$ cat config.mk
export PLATFORM = sky130hd
export DESIGN_NAME = alu_result_encoder
export DESIGN_NICKNAME = d
export VERILOG_FILES = /design/src/rtl/alu_result_encoder.sv
export SDC_FILE = /design/constraint.sdc
export NUM_CORES = 1
export LEC_CHECK = 0
export CAP_MARGIN = 15
export CORE_UTILIZATION = 30
export DETAILED_ROUTE_END_ITERATION = 6
export DONT_BUFFER_PORTS = 1
export PLACE_DENSITY = 0.45
export SLEW_MARGIN = 20
export SYNTH_ARGS = -nofsm -noshare
export SYNTH_HDL_FRONTEND = slang
export SYNTH_SLANG_ARGS = --single-unit
$ cat constraint.sdc
create_clock -name CLK -period 4.1 [get_ports CLK]
set_clock_uncertainty 0.05 [all_clocks]
set_input_delay 0.615 -clock CLK [delete_from_list [all_inputs] [get_ports CLK]]
set_output_delay 0.615 -clock CLK [all_outputs]
set_load 0.02 [all_outputs]
$ cat src/rtl/alu_result_encoder.sv
// -----------------------------------------------------------------------------
// alu_result_encoder
//
// Return path of the ALU. It collects the four unit results with their one-cycle
// valid strobes and encodes the single active unit into a 2-bit function code.
// It then queues {code, result} in a small FIFO that the system controller
// drains with a valid/ready handshake. All outputs come from flops, so there is
// no combinational path from the inputs to the outputs.
//
// Ports:
//   CLK, RST                 clock (rising edge), asynchronous active-high reset
//   <Unit>_OUT, <Unit>_Valid unit result and strobe (Arith, Logic, CMP, Shift)
//   OUT_Ready                consumer accepts the head entry
//   Err_Clr                  clears the sticky error flags on the next edge
//   ALU_OUT, ALU_FUN_OUT     head entry result / function code (0 when empty)
//   OUT_Valid, Busy          FIFO non-empty / FIFO full
//   Collision_Err            sticky: more than one strobe in one cycle
//   Overflow_Err             sticky: a result was dropped on a full FIFO
// -----------------------------------------------------------------------------
module alu_result_encoder #(
    parameter int unsigned OUT_WIDTH  = 16,
    parameter int unsigned FIFO_DEPTH = 2   // power of 2, >= 2
) (
    input  logic                 CLK,
    input  logic                 RST,
    input  logic [OUT_WIDTH-1:0] Arith_OUT,
    input  logic                 Arith_Valid,
    input  logic [OUT_WIDTH-1:0] Logic_OUT,
    input  logic                 Logic_Valid,
    input  logic [OUT_WIDTH-1:0] CMP_OUT,
    input  logic                 CMP_Valid,
    input  logic [OUT_WIDTH-1:0] Shift_OUT,
    input  logic                 Shift_Valid,
    input  logic                 OUT_Ready,
    input  logic                 Err_Clr,
    output logic [OUT_WIDTH-1:0] ALU_OUT,
    output logic [1:0]           ALU_FUN_OUT,
    output logic                 OUT_Valid,
    output logic                 Busy,
    output logic                 Collision_Err,
    output logic                 Overflow_Err
);

    localparam int unsigned PtrW = $clog2(FIFO_DEPTH);
    localparam int unsigned CntW = PtrW + 1;
    localparam logic [CntW-1:0] DepthCnt = CntW'(FIFO_DEPTH);

    // Storage and control state
    logic [OUT_WIDTH-1:0] mem_data_q [FIFO_DEPTH];
    logic [OUT_WIDTH-1:0] mem_data_d [FIFO_DEPTH];
    logic [1:0]           mem_code_q [FIFO_DEPTH];
    logic [1:0]           mem_code_d [FIFO_DEPTH];
    logic [PtrW-1:0]      wr_ptr_q, wr_ptr_d;
    logic [PtrW-1:0]      rd_ptr_q, rd_ptr_d;
    logic [CntW-1:0]      count_q, count_d;
    logic                 out_valid_q, out_valid_d;
    logic                 busy_q, busy_d;
    logic [OUT_WIDTH-1:0] alu_out_q, alu_out_d;
    logic [1:0]           alu_fun_out_q, alu_fun_out_d;
    logic                 collision_err_q, collision_err_d;
    logic                 overflow_err_q, overflow_err_d;

    // Input encode
    logic [2:0]           n_valid;
    logic [1:0]           in_code;
    logic [OUT_WIDTH-1:0] in_data;
    logic                 push_req, collision, full, pop, push, overflow;

    assign n_valid = 3'(Arith_Valid) + 3'(Logic_Valid) + 3'(CMP_Valid) + 3'(Shift_Valid);

    // Only meaningful when exactly one strobe is high, so a simple priority
    // chain is enough; Arith is the fall-through default.
    always_comb begin
        in_code = 2'b00;
        in_data = Arith_OUT;
        if (Logic_Valid) begin
            in_code = 2'b01;
            in_data = Logic_OUT;
        end else if (CMP_Valid) begin
            in_code = 2'b10;
            in_data = CMP_OUT;
        end else if (Shift_Valid) begin
            in_code = 2'b11;
            in_data = Shift_OUT;
        end
    end

    assign push_req  = (n_valid == 3'd1);
    assign collision = (n_valid > 3'd1);
    assign full      = (count_q == DepthCnt);
    // out_valid_q mirrors count_q != 0, so Ready on an empty FIFO is ignored
    assign pop       = out_valid_q && OUT_Ready;
    // A full FIFO still accepts a push when the head leaves on the same edge
    assign push      = push_req && (!full || pop);
    assign overflow  = push_req && full && !pop;

    always_comb begin
        mem_data_d = mem_data_q;
        mem_code_d = mem_code_q;
        if (push) begin
            mem_data_d[wr_ptr_q] = in_data;
            mem_code_d[wr_ptr_q] = in_code;
        end

        // Pointers wrap naturally since the depth is a power of two
        wr_ptr_d = wr_ptr_q + PtrW'(push);
        rd_ptr_d = rd_ptr_q + PtrW'(pop);
        count_d  = count_q + CntW'(push) - CntW'(pop);

        out_valid_d = (count_d != '0);
        busy_d      = (count_d == DepthCnt);

        // Head register is taken from the post-write storage so a push into an
        // empty FIFO (or into the slot right behind a popped head) is visible
        // one cycle after its strobe.
        if (count_d != '0) begin
            alu_out_d     = mem_data_d[rd_ptr_d];
            alu_fun_out_d = mem_code_d[rd_ptr_d];
        end else begin
            alu_out_d     = '0;
            alu_fun_out_d = 2'b00;
        end

        // A new event wins over a simultaneous clear
        collision_err_d = collision || (collision_err_q && !Err_Clr);
        overflow_err_d  = overflow || (overflow_err_q && !Err_Clr);
    end

    always_ff @(posedge CLK or posedge RST) begin
        if (RST) begin
            for (int i = 0; i < int'(FIFO_DEPTH); i++) begin
                mem_data_q[i] <= '0;
                mem_code_q[i] <= 2'b00;
            end
            wr_ptr_q        <= '0;
            rd_ptr_q        <= '0;
            count_q         <= '0;
            out_valid_q     <= 1'b0;
            busy_q          <= 1'b0;
            alu_out_q       <= '0;
            alu_fun_out_q   <= 2'b00;
            collision_err_q <= 1'b0;
            overflow_err_q  <= 1'b0;
        end else begin
            mem_data_q      <= mem_data_d;
            mem_code_q      <= mem_code_d;
            wr_ptr_q        <= wr_ptr_d;
            rd_ptr_q        <= rd_ptr_d;
            count_q         <= count_d;
            out_valid_q     <= out_valid_d;
            busy_q          <= busy_d;
            alu_out_q       <= alu_out_d;
            alu_fun_out_q   <= alu_fun_out_d;
            collision_err_q <= collision_err_d;
            overflow_err_q  <= overflow_err_d;
        end
    end

    assign ALU_OUT       = alu_out_q;
    assign ALU_FUN_OUT   = alu_fun_out_q;
    assign OUT_Valid     = out_valid_q;
    assign Busy          = busy_q;
    assign Collision_Err = collision_err_q;
    assign Overflow_Err  = overflow_err_q;

endmodule

Word level (Yosys, flattened, before mapping). Index checks and enable logic that the tools add are counted.

Add/subtract/negate cells: 7. Magnitude comparators: 4. Eq/ne operators: 3. Muxes and demuxes: 22. Bitwise logic cells: 2. Reduce and logical (&&, ||, !) cells: 14.

Operator list (count): $mux 16 (8); $bwmux 32 (1); $mux 32 (1); $demux 16 s1 (1); $mux 2 (8); $logic_and 1x1->1 (7); $bwmux 4 (1); $eq 2x2->1 const B (2); $ge 2x2->1 const B (2); $mux 4 (1); $not 1->2 (2); $add 2x1->3 (1); $add 3x1->3 (1); $eq 3x1->1 const B (1); $gt 3x1->1 const B (1); $logic_not 1->1 (3); $logic_or 1x1->1 (3); $add 1x1->1 (2); $add 1x1->2 (1); $add 2x1->2 (1); $demux 2 s1 (1); $lt 2x1->1 const B (1); $reduce_bool 2->1 (1); $sub 2x1->2 (1).

Register bits: 62. Output and inout bits: 22.

Logic depth before layout (Yosys ltp).
Depth in word-level cells: 11. Mapped depth: 20. Gate-level depth less buffers: 16.

Worst setup path after synthesis. No wires, ideal clock.

Kind: input to register. Start point: in Logic_Valid. End point: reg alu_out_q[10], in the netlist ALU_OUT[10]. Setup time: 0.140 ns. Arrival: 4.286 ns. Data required time: 3.910 ns. Path slack: -0.377 ns. Stages: 20. Buffers on the path: 4. Path through: inv_1 buf_2 clkbuf_1 fa_1 inv_1 ha_1 inv_1 ha_1 or3b_4 a21oi_2 clkbuf_8 inv_1 ha_1 inv_1 ha_1 xnor2_1 xnor2_1 nor2_2 buf_2 a211oi_2.

Elaborated cells on any way between the ends: 15. Classes of those cells: add/sub: 5; eq/ne: 1; mux: 7; reduce/logical: 2.

RTL lines: start: declaration (RTL line 29) `input logic Logic_Valid,`; $add 1x1->2 (RTL line 69) `assign n_valid = 3'(Arith_Valid) + 3'(Logic_Valid) + 3'(CMP_Valid) + 3'(Shift_Valid);`; $add 2x1->3 (RTL line 69); $add 3x1->3 (RTL line 69); $eq 3x1->1 (RTL line 88) `assign push_req = (n_valid == 3'd1);`; $logic_and 1x1->1 (RTL line 94) `assign push = push_req && (!full || pop);`; $add 2x1->2 (RTL line 108) `count_d = count_q + CntW'(push) - CntW'(pop);`; $sub 2x1->2 (RTL line 108); named net count_d[1] (RTL line 55) `logic [CntW-1:0] count_q, count_d;`; $reduce_bool 2->1 (RTL line 116) `if (count_d != '0) begin`; $mux 16 (RTL line 116); named net alu_out_d[10] (RTL line 58) `logic [OUT_WIDTH-1:0] alu_out_q, alu_out_d;`; end signal: assignment (RTL line 152) `alu_out_q <= alu_out_d;`; end: declaration (RTL line 58).

The timed path passes the listed nets, and every way through them passes these cells. The select of a mux whose other input is x is not followed.

Worst setup path in the final report.
Start point: in Shift_Valid. End point: reg alu_out_q[15], in the netlist ALU_OUT[15].

Elaborated cells on any way between the ends: 15. Classes of those cells: add/sub: 3; eq/ne: 1; mux: 9; reduce/logical: 2.

RTL lines: start: declaration (RTL line 33) `input logic Shift_Valid,`; $add 3x1->3 (RTL line 69); $eq 3x1->1 (RTL line 88); $logic_and 1x1->1 (RTL line 94); $add 2x1->2 (RTL line 108); $sub 2x1->2 (RTL line 108); named net count_d[1] (RTL line 55); $reduce_bool 2->1 (RTL line 116); $mux 16 (RTL line 116); named net alu_out_d[15] (RTL line 58).

The timed path passes the listed nets, and every way through them passes these cells. The select of a mux whose other input is x is not followed.

==> impl_metrics.tcl <==
set metrics [dict create \
    status "finished, final reports clean" \
    synth_xor_area_share_pct 1.31 \
    arrival_ns 3.59 \
    ant_nets 0 \
    clk_pin_slew_worst_paths_ns 0.07 \
    std_cell_rows 38 \
    slew_violations 0 \
    max_slew_margin_pct 36.7 \
    maxCapViolations 0 \
    grt_pass1_wl_um 13200 \
    design_area_sq_mm 0.00364 \
    post_route_cells_drive_above_1_share_pct 23.1 \
    tightest_slew_ns 0.946 \
    gp_congestion 0.744 \
    synth_cells 307 \
    drtPass1Iterations 4 \
    max_stage_delay_ns 0.41 \
    tritoncts "done" \
    setup_violations 0 \
    cts_resized 0 \
    die_x_um 107 \
    drc_errors 0 \
    met1_usage_pct 21.8 \
    yosysSeqAreaShare_pct 46.5 \
    met3_usage_pct 3.57 \
    grt_overflow 0 \
    path_delay_family "adder cells" \
    hold_viol_final 0 \
    layout_setup_ws_ns 0.701 \
    regToRegStartpoint "OUT_Valid" \
    portBuffers 0 \
    cp-start-kind "input port" \
    core_sq_mm 0.0108 \
    cts.sinks 62 \
    ir_drop_mv 0.241 \
    htreeDepth 3 \
    crit_path_frequent_cell "inv_1" \
    synth-compound-area-share_pct 28.1 \
    ys_seq_elements 62 \
    cp_max_fo 19 \
    critPathBufInv 6 \
    crit_end "ALU_OUT[15]" \
    p_per_area_mw_per_mm2 827 \
    cts-hold-fix-buffers 0 \
    r2r_cells 11 \
    cp_cell_sequence "inv_1 -> fa_1 -> inv_1 -> ha_2 -> inv_1 -> ha_1 -> or3b_4 -> a21oi_2 -> inv_4 -> ha_4 -> inv_2 -> ha_4 -> xnor2_2 -> xnor2_1 -> nor2_2 -> buf_12 -> a211oi_1" \
    synth-simple-area-share_pct 9.04 \
    final.setup.tns_ns 0 \
    min_period_over_period_pct 82.9 \
    via_count 2253 \
    crit_slowest_cell "fa_1" \
    drtIter0Drc 74 \
    dp_slack_ns 0.265 \
    worstReg2RegEnd "ALU_OUT[15]" \
    area_growth_pct 9.22 \
    synth_mux_area_share_pct 5.70 \
    grt_usage_pct 15.3 \
    num_antenna_cells 0 \
    rsz0062_at_grt "false" \
    wl_um 8040 \
    syn_area_sq_mm 0.00334 \
    max_clock_freq_ghz 0.294 \
    worstSetupPathType "input port to flip-flop" \
    synthesis.nets 385 \
    num_io_pins 94 \
    antenna_found_initial 0 \
    endpoint_kind "flip-flop" \
    synth_top_family_by_area "compound AO/OA/AOI/OAI gates" \
    first_global_vias 2394 \
    viasPerCell 5.03 \
    dp_hpwl_um 5670 \
    initial_utilization_pct 30.8 \
    top_usage_layer "met2" \
    die_h_um 107 \
    fp.dieArea_sq_mm 0.0115 \
    yosys.area_share.adder_pct 2.47 \
    post_drt_wl_per_cell_um 17.9 \
    leakage_nw 1.47 \
    use_met2_pct 22.2 \
    placed_area_sq_mm 0.00348 \
    postCtsSetupBuffers 0 \
    grt_max_degree 42 \
    cp.required_ns 4.29 \
    synth_cell_types 39 \
    numCtsBuffers 9 \
    avgSynthCellArea_sq_um 10.9 \
    ys.warnings.count 0 \
    cp.depth 17 \
    critPathLaunch "Shift_Valid" \
    clkLatencyLatePin_ns 0.34 \
    reg2reg_slack_ns 1.61 \
    cts_root_buf "clkbuf_8" \
    nNetsFinal 382 \
    cts_buffer_depth 2 \
    min_path_type "input port to asynchronous set/reset pin" \
    period_needed_ns 3.40 \
]
-- report_power, final --
part | internal (W) | switching, W | leakage, nW | total (W)
sequential | 0.000915 | 0.000292 | 0.737 | 0.00121
clock | 0.000249 | 0.000229 | 0.0865 | 0.000478
combinational | 0.000579 | 0.000750 | 0.650 | 0.00133
total | 0.00174 | 0.00127 | 1.47 | 0.00301
-- synthesized netlist by cell type (all sizes together) --
library cell  count  share of area (%)
dfrtp            62                 46
xnor2             5                1.3
o221ai           15                3.9
nand2            38                4.5
and3              2               0.45
and2              2               0.37
nand3b            1               0.23
buf              15                4.0
and2b             1               0.23
o211ai            2               0.60
fa                1               0.60
a211oi           19                6.0
nor2             20                2.3
mux2i            19                5.7
inv              15                1.7
o21ai            20                3.0
or3b              1               0.34
ha                5                1.9
o32ai             1               0.26
a21bo             1               0.30
a221oi           16                5.9
a21boi           16                3.6
o21a              1               0.23
nor2b             1               0.19
clkbuf            8                1.2
nand2b            1               0.19
nor3b             1               0.23
a21oi            18                4.3
-- cells by family (layout without fill, tap and decap cells) --
kind of cell    Yosys count  after routing
flops                    62             62
compound gates          109            109
simple gates             68             68
fa+ha+maj                 6              6
xor+xnor                  5              5
mux                      19             19
buf+inv                  38             39
-- cell type report --
type / instances / area (sq um)
Clock buffer: 14 / 163
Clock inverter: 1 / 5.00
Sequential cell: 62 / 1550
Fill cell: 1140 / 7200
Timing Repair Buffer: 9 / 80.1
Tap cell: 140 / 175
Inverter: 15 / 71.3
Multi-Input combinational cell: 207 / 1600
-- stage by stage --
step	utilization (%)	total power [W]	std cells	hold slack [ns]
final	33.6	0.00301	448	0.282
after floorplan	-	0.00232	307	0.394
after global placement	32.1	0.00255	433	0.405
after detailed placement	32.1	0.00258	433	0.414
after CTS	33.6	0.00307	448	0.298
after global routing	33.6	0.00327	448	0.301
-- registers in the layout, summed over array words and instances, names as in the netlist --
signal	count
ALU_FUN_OUT	2
ALU_OUT	16
Busy	1
Collision_Err	1
OUT_Valid	1
Overflow_Err	1
count_q	2
mem_code_q	4
mem_data_q	32
rd_ptr_q	1
wr_ptr_q	1
-- layer usage --
metal | up-vias | part of all wire (%)
li1 | 1110 | -
met1 | 1047 | 49
met2 | 86 | 44
met3 | 10 | 5.3
met4 | 0 | 1.8
met5 | - | 0
-- worst min-delay path by stage --
stage | to | slack, ns | start | cells past startpoint
2_1_floorplan | mem_data_q[0] | 0.39 | mem_data_q[0] | 2
3_3_place_gp | mem_data_q[5] | 0.41 | mem_data_q[5] | 2
3_5_place_dp | mem_data_q[4] | 0.41 | mem_data_q[4] | 2
4_1_cts | Overflow_Err | 0.30 | Err_Clr | 1
5_1_grt | Overflow_Err | 0.30 | Err_Clr | 1
6_report | mem_data_q[24] | 0.28 | RST | 1
-- cells in the final DEF, fill, tap and decap left out, drive strengths merged, types with 2 or more instances in the layout --
cell	instances
inv	15
xnor2	5
ha	5
and2	2
o21ai	20
nor2	20
and3	2
a21oi	18
a221oi	16
dfrtp	62
a21boi	16
a211oi	19
buf	9
clkbuf	14
o211ai	2
nand2	38
o221ai	15
mux2i	19
No activity file was read; power rests on OpenSTA's default activity.
